$ cat config.mk
export PLATFORM = sky130hd
export DESIGN_NAME = mole_flat
export DESIGN_NICKNAME = d
export VERILOG_FILES = /design/src/rtl/mole_if.sv /design/src/rtl/mole.sv /design/src/flat_wrapper.sv
export SDC_FILE = /design/constraint.sdc
export NUM_CORES = 1
export LEC_CHECK = 0
export CAP_MARGIN = 20
export CORE_MARGIN = 2
export CORE_UTILIZATION = 45
export DETAILED_ROUTE_END_ITERATION = 8
export PLACE_DENSITY = 0.65
export SYNTH_ARGS = -nofsm -noshare
export SYNTH_HDL_FRONTEND = slang
export SYNTH_SLANG_ARGS = --single-unit
$ cat constraint.sdc
create_clock -name clk -period 2.2 [get_ports clk]
set_input_delay 0.33 -clock clk [delete_from_list [all_inputs] [get_ports clk]]
set_output_delay 0.33 -clock clk [all_outputs]
set_load 0.02 [all_outputs]
$ cat src/rtl/mole_if.sv
// mole_if: groups the mole request input and the LED/status outputs
//   number      - requested mole position (0..17 valid, 18..31 = no mole)
//   displayL    - one-hot LED bank, all zeros when no mole is lit
//   mole_active - high exactly when displayL is non-zero
//   expired     - one-cycle pulse when a lit mole times out
interface mole_if;
    logic [4:0]  number;
    logic [17:0] displayL;
    logic        mole_active;
    logic        expired;

    modport master (output number, input displayL, mole_active, expired);
    modport slave  (input number, output displayL, mole_active, expired);
endinterface

$ cat src/rtl/mole.sv
// mole: lights one of 18 LEDs for MOLE_CYCLES cycles, with retarget and timeout
//   clk   - system clock, rising edge
//   rst_n - asynchronous active-low reset
//   bus   - mole_if slave: number in; displayL, mole_active, expired out
module mole #(
    parameter int MOLE_CYCLES = 50_000_000
) (
    input  logic   clk,
    input  logic   rst_n,
    mole_if.slave  bus
);
    typedef enum logic [1:0] {IDLE, SHOW, EXPIRED} state_t;

    localparam logic [25:0] LAST = 26'(MOLE_CYCLES - 1);

    state_t      state, state_n;
    logic [4:0]  number_q, idx, idx_n;
    logic [25:0] cnt, cnt_n;
    logic        exp_n, valid;

    assign valid = number_q < 5'd18;

    // Invalid number beats retarget, which beats timeout.
    always_comb begin
        state_n = state;
        idx_n   = idx;
        cnt_n   = cnt;
        exp_n   = 1'b0;
        case (state)
            IDLE: if (valid) begin
                state_n = SHOW;
                idx_n   = number_q;
                cnt_n   = '0;
            end
            SHOW: if (!valid) begin
                state_n = IDLE;
            end else if (number_q != idx) begin
                idx_n = number_q;
                cnt_n = '0;
            end else if (cnt == LAST) begin
                state_n = EXPIRED;
                exp_n   = 1'b1;
            end else begin
                cnt_n = cnt + 26'd1;
            end
            EXPIRED: if (number_q != idx) begin
                state_n = valid ? SHOW : IDLE;
                idx_n   = number_q;
                cnt_n   = '0;
            end
            default: state_n = IDLE;
        endcase
    end

    // Outputs are registered from the next-state values so they change on
    // the same edge as the state itself.
    always_ff @(posedge clk or negedge rst_n) begin
        if (!rst_n) begin
            state           <= IDLE;
            number_q        <= 5'h1F;
            idx             <= 5'h1F;
            cnt             <= '0;
            bus.displayL    <= '0;
            bus.mole_active <= 1'b0;
            bus.expired     <= 1'b0;
        end else begin
            state           <= state_n;
            number_q        <= bus.number;
            idx             <= idx_n;
            cnt             <= cnt_n;
            bus.displayL    <= (state_n == SHOW) ? 18'b1 << idx_n : '0;
            bus.mole_active <= state_n == SHOW;
            bus.expired     <= exp_n;
        end
    end
endmodule

$ cat src/flat_wrapper.sv
// flat-port wrapper written by rule: the top's interface ports become plain ports
module mole_flat 
#(
    parameter int MOLE_CYCLES = 50_000_000
)
  (clk, rst_n, bus_number, bus_displayL, bus_mole_active, bus_expired);
  mole_if bus_i ();
  input  logic clk;
  input  logic rst_n;
  input wire logic [$bits(bus_i.number)-1:0] bus_number;
  output wire logic [$bits(bus_i.displayL)-1:0] bus_displayL;
  output wire logic [$bits(bus_i.mole_active)-1:0] bus_mole_active;
  output wire logic [$bits(bus_i.expired)-1:0] bus_expired;
  assign bus_i.number = bus_number;
  assign bus_displayL = bus_i.displayL;
  assign bus_mole_active = bus_i.mole_active;
  assign bus_expired = bus_i.expired;
  mole #(.MOLE_CYCLES(MOLE_CYCLES)) u_core (.clk(clk), .rst_n(rst_n), .bus(bus_i));
endmodule
Word level (Yosys, flattened, before mapping)
Index checks and enable logic that the tools add are counted.
Widths: inputs -> output; s select.
{"block": "classes", "n_eq_ne": 9, "add_sub_neg": 1, "reduce_logical": 3, "magnitude_cmp": 1, "mux": 22, "shifts": 1}
{"operator": "$mux 26", "count": 5}
{"operator": "$pmux 26 s3", "count": 1}
{"operator": "$add 26x1->26 const B", "count": 1}
{"operator": "$eq 26x26->1 const B", "count": 1}
{"operator": "$mux 18", "count": 1}
{"operator": "$shl 1x5->18 const A", "count": 1}
{"operator": "$mux 5", "count": 3}
{"operator": "$pmux 5 s3", "count": 1}
{"operator": "$mux 2", "count": 5}
{"operator": "$ne 2x1->1 const B", "count": 3}
{"operator": "$pmux 2 s3", "count": 1}
{"operator": "$lt 5x5->1 const B", "count": 1}
{"operator": "$mux 1", "count": 5}
{"operator": "$ne 5x5->1", "count": 1}
{"operator": "$reduce_and 5->1", "count": 1}
{"operator": "$eq 2x1->1 const B", "count": 2}
{"operator": "$ne 3x3->1 const B", "count": 1}
{"operator": "$reduce_bool 3->1", "count": 1}
{"operator": "$eq 2x2->1 const B", "count": 1}
{"operator": "$logic_not 2->1", "count": 1}
{"block": "totals", "input_bits": 7, "output_inout_bits": 20, "reg_bits": 58, "elab_cells": 44}

Depth between registers and ports, before layout
{"block": "logic_depth", "word_depth": 7, "mapped_depth": 8, "mapped_depth_nobuf": 7}

Worst setup path before layout
OpenSTA, ideal clock, no wires.
{"block": "synth_path", "path_type": "register to register", "from": "reg u_core.cnt[0]", "to": "reg u_core.cnt[6]", "n_path_buf": 0, "period_less_slack_ps": 2012, "setup_slack_ps": 188, "setup_time_ps": 125, "required_time_ps": 2075, "path_stages_with_launch": 8, "t_arrival_ps": 1886, "path_cell_list": "dfrtp_1 > ha_1 > and3_1 > nand4_2 > o41a_1 > o21ai_2 > nand2b_1 > o21ai_1"}
{"block": "synth_via", "elab_chain_len": 5, "word_cells_on_any_way": 8, "classes_between": "add/sub (1); eq/ne (2); mux (4); reduce/logical (1)"}
{"item": "start: declaration", "line_no": "mole.sv:18", "rtl": "logic [25:0] cnt, cnt_n;"}
{"item": "start signal: assignment", "line_no": "mole.sv:70", "rtl": "cnt <= cnt_n;"}
{"item": "$add 26x1->26", "line_no": "mole.sv:44", "rtl": "cnt_n = cnt + 26'd1;"}
{"item": "$mux 26", "line_no": "mole.sv:40", "rtl": "end else if (cnt == LAST) begin"}
{"item": "$mux 26", "line_no": "mole.sv:37", "rtl": "end else if (number_q != idx) begin"}
{"item": "$mux 26", "line_no": "mole.sv:35", "rtl": "SHOW: if (!valid) begin"}
{"item": "$pmux 26 s3", "line_no": "mole.sv:29", "rtl": "case (state)"}
Parallel ways exist; a longest one is shown, timed or not. The select of a mux whose other input is x is not followed.
A chain may end at the register's enable or synchronous reset.

Worst setup path after layout
{"block": "layout_path", "from": "reg u_core.cnt[0]", "to": "reg u_core.bus.displayL[6]"}
{"block": "layout_via", "elab_chain_len": 7}
{"item": "$eq 26x26->1", "line_no": "mole.sv:40"}
{"item": "$mux 2", "line_no": "mole.sv:40"}
{"item": "$mux 2", "line_no": "mole.sv:37"}
{"item": "$mux 2", "line_no": "mole.sv:35"}
{"item": "$pmux 2 s3", "line_no": "mole.sv:29"}
{"item": "$eq 2x1->1", "line_no": "mole.sv:71", "rtl": "bus.displayL <= (state_n == SHOW) ? 18'b1 << idx_n : '0;"}
{"item": "$mux 18", "line_no": "mole.sv:71"}
{"item": "end signal: assignment", "line_no": "mole.sv:71"}
{"item": "end: declaration", "line_no": "mole_if.sv:13", "rtl": "modport slave (input number, output displayL, mole_active, expired);"}
No other way between the ends.

==> impl_metrics.yaml <==
layout:
  area_growth_pct: 28.8
  final_cell_mix: "dfrtp_1, clkdlybuf4s50_1, buf_4"
  layout.nets: 332
  final_area_mm2: 0.00358
  diodes: 0
  final_layout_size_suffix_gt1_share_pct: 22.2
  num-fill-cells: 520
  final_util_pct: 60.1
  layout_commonest_cell: "dfrtp_1"
timing:
  fin_skew_ns: 0.00712
  fmax_ghz: 0.477
  slew_headroom_pct: 63.6
  fin_crit_sh_pct: 95.3
  rsz0062_at_grt: "true"
  slew_violations: 0
  setup_viol: 0
  hold_violations: 0
  layout_min_cycle_time_ns: 2.10
  tightest_slew_ns: 0.546
clock_tree:
  numCtsBuffers: 9
  clk_pin_slew_ns: 0.07
  tritoncts: "done"
  post_cts_buffers: 0
  insertion_delay_ns: 0.34
  htreeDepth: 3
  clockBufferDepth: 2
  root_buffer: "clkbuf_8"
  cts_sinks: 58
routing:
  num_vias: 2236
  postRouteAntennaNets: 0
  wl_um: 6060
  wl_per_cell_um: 15.0
  viasPerCell: 5.53
  first_pass_iters: 4
  drc: 0
  drt_iter0_drc: 114
floorplanning:
  core_mm2: 0.00596
  rows: 28
  dieArea_mm2: 0.00683
  fp.dieW_um: 82.6
  fp.dieH_um: 82.6
  initial_core_util_pct: 46.7
  num_io_pins: 27
global_route:
  grt_max_degree: 37
  grt_pass1_vias: 2046
  track_usage_pct: 20.2
  grt_overflow: 0
  grt_pass1_wl_um: 10000
  antenna_found_initial: 0
pwr:
  cell_internal_pwr_mw: 1.75
  swShare_pct: 26.2
  power.switching_uw: 621
  peakVddDrop_mv: 0.476
  sequentialPowerShare_pct: 47.5
  leakagePower_nw: 1.46
  p_comb_share_pct: 10.2
  pwr-share-clk_pct: 42.3
  power_density_mw_per_mm2: 661
synth:
  synth_cell_type_count: 59
  synthArstFlopShare_pct: 100
  synth_warnings: 0
  ys_seq_area_share_pct: 52.6
  synth_fp_nets: 278
  syn_avg_cell_area_um2: 10.3
  ys.flop_type: "dfrtp_1"
  syn-cell-area_mm2: 0.00278
  synth_edf_count: 0
  synth_seq_cells: 58
  synthCells: 270
worst_setup_path:
  crit_chain: "ha_1 -> and3_2 -> nand4_4 -> nor3_1 -> a31o_1 -> or3b_1 -> nor3_1"
  reg2regPathDepth: 7
  crit_path_top_delay_cell: "or3b_1"
  r2r_slack_ns: 0.10
  required_ns: 2.46
  start_kind: "flop"
  path_max_fanout: 6
  timing.rr.end: "u_core.bus.displayL[6]$_DFF_PN0_"
  reg2reg_from: "u_core.cnt[0]$_DFFE_PN0P_"
  worstSetupPathType: "flop to flop"
  cp_data_arrival_time_ns: 2.35
  cp_common_cell: "nor3_1"
  cp_slowest_stage_delay_ns: 0.46
  critPathCaptureType: "flop"
worst_hold_path:
  min_path_cells: 1
  hold_path.class: "input pin to flop"
  hp-start: "bus_number[0]"
  holdPathEnd: "u_core.number_q[0]$_DFF_PN1_"
flow_run:
  drv_cap: 0
placed_design:
  dpl_cell_area_mm2: 0.00329
  port_buffers: 26
  place_hpwl_um: 4340
  gp_congestion: 0.861
run_status:
  status: "complete, no violations"
## stage by stage
stage | power (mW) | hold slack (ns) | worst slack [ns] | TNS, ns | std cells
after global placement | 1.37 | 0.338 | 0.0784 | 0 | 387
after CTS | 2.39 | 0.375 | 0.00786 | 0 | 404
after detailed placement | 1.38 | 0.346 | 0.0165 | 0 | 387
after floorplan | 1.27 | 0.0344 | 0.188 | 0 | 270
after global routing | 2.47 | 0.369 | -0.00267 | -0.00267 | 404
final | 2.37 | 0.388 | 0.104 | 0 | 404
## cell usage after synthesis, types with 3 or more instances
cell type  number  area [µm²]
xor2_1          7        61.3
nor3_1         19        95.1
inv_1           9        33.8
o211ai_1        4        30.0
dfrtp_1        48        1200
and3_1          4        25.0
or3_1           8        50.1
nor4_1         12        75.1
nand3_1        11        55.1
o21ai_0         8        40.0
xnor2_1        10        87.6
buf_2           5        25.0
nor2_1         22        82.6
buf_1           3        11.3
nand2_1        23        86.3
dfstp_2        10         263
a21oi_1         9        45.0
o2111ai_1       3        26.3
o22ai_1         3        18.8
## registers in the layout, summed over array words and instances (netlist names)
register	count
u_core.cnt	26
u_core.state	2
u_core.bus.expired	1
u_core.number_q	5
u_core.bus.displayL	18
u_core.bus.mole_active	1
u_core.idx	5
## power groups by stage
stage | clock, mW | sequential [mW] | combinational, mW
2_1_floorplan | 0 | 1.15 | 0.118
3_5_place_dp | 0 | 1.14 | 0.231
4_1_cts | 1.03 | 1.13 | 0.235
3_3_place_gp | 0 | 1.14 | 0.227
6_report | 1.00 | 1.13 | 0.241
5_1_grt | 1.08 | 1.13 | 0.265
## metal layers
metal / up-vias / wire length, µm / global-route usage [%]
met1: 1077 / 2950 / 28.3
li1: 1100 / - / -
met5: - / 0 / 0
met2: 53 / 2730 / 29.2
met4: 0 / 74 / 7.87
met3: 6 / 304 / 6.20
## final cells by class
type                       instances  area (µm²)  share of cell area, %
tap                               75        93.8                   2.62
clock inverter                     6        66.3                   1.85
clock buffer                      10         138                   3.84
inverter                          10        37.5                   1.05
sequential                        58        1460                   40.9
timing repair buffer              53         473                   13.2
multi-input combinational        192        1310                   36.6
## cell families after synthesis
family | synth area share [%]
flip-flops | 52.6
adder cells (fa/ha/maj) | 0.450
AND/OR/NAND/NOR | 23.5
buffers and inverters | 2.97
XOR/XNOR | 5.35
AO/OA/AOI/OAI | 14.3
multiplexers | 0.810
## worst max path at each step
stage,from,to,slack [ns]
6_report,u_core.cnt[0]$_DFFE_PN0P_,u_core.bus.displayL[6]$_DFF_PN0_,0.10
2_1_floorplan,u_core.cnt[0]$_DFFE_PN0P_,u_core.cnt[6]$_DFFE_PN0P_,0.19
3_5_place_dp,u_core.cnt[1]$_DFFE_PN0P_,u_core.cnt[6]$_DFFE_PN0P_,0.02
4_1_cts,u_core.number_q[3]$_DFF_PN1_,u_core.bus.displayL[2]$_DFF_PN0_,0.008
5_1_grt,u_core.number_q[3]$_DFF_PN1_,u_core.cnt[15]$_DFFE_PN0P_,-0.003
3_3_place_gp,u_core.cnt[1]$_DFFE_PN0P_,u_core.cnt[6]$_DFFE_PN0P_,0.08
## critical path, delay by kind of cell, from the launching register on
| family | cells | cell delay, ns |
|---|---|---|
| flops | 1 | 0.39 |
| compound gates | 1 | 0.28 |
| simple gates | 5 | 1.13 |
| fa+ha+maj | 1 | 0.21 |
## what timing repair did
action | CTS | global route
hold buffers | 1 | 0
endpoints found under the setup margin | 2 | 24
pin swaps | 0 | 3
resized for setup | 1 | 13
hold endpoints to repair | 16 | 0
No activity file was read; power rests on OpenSTA's default activity.
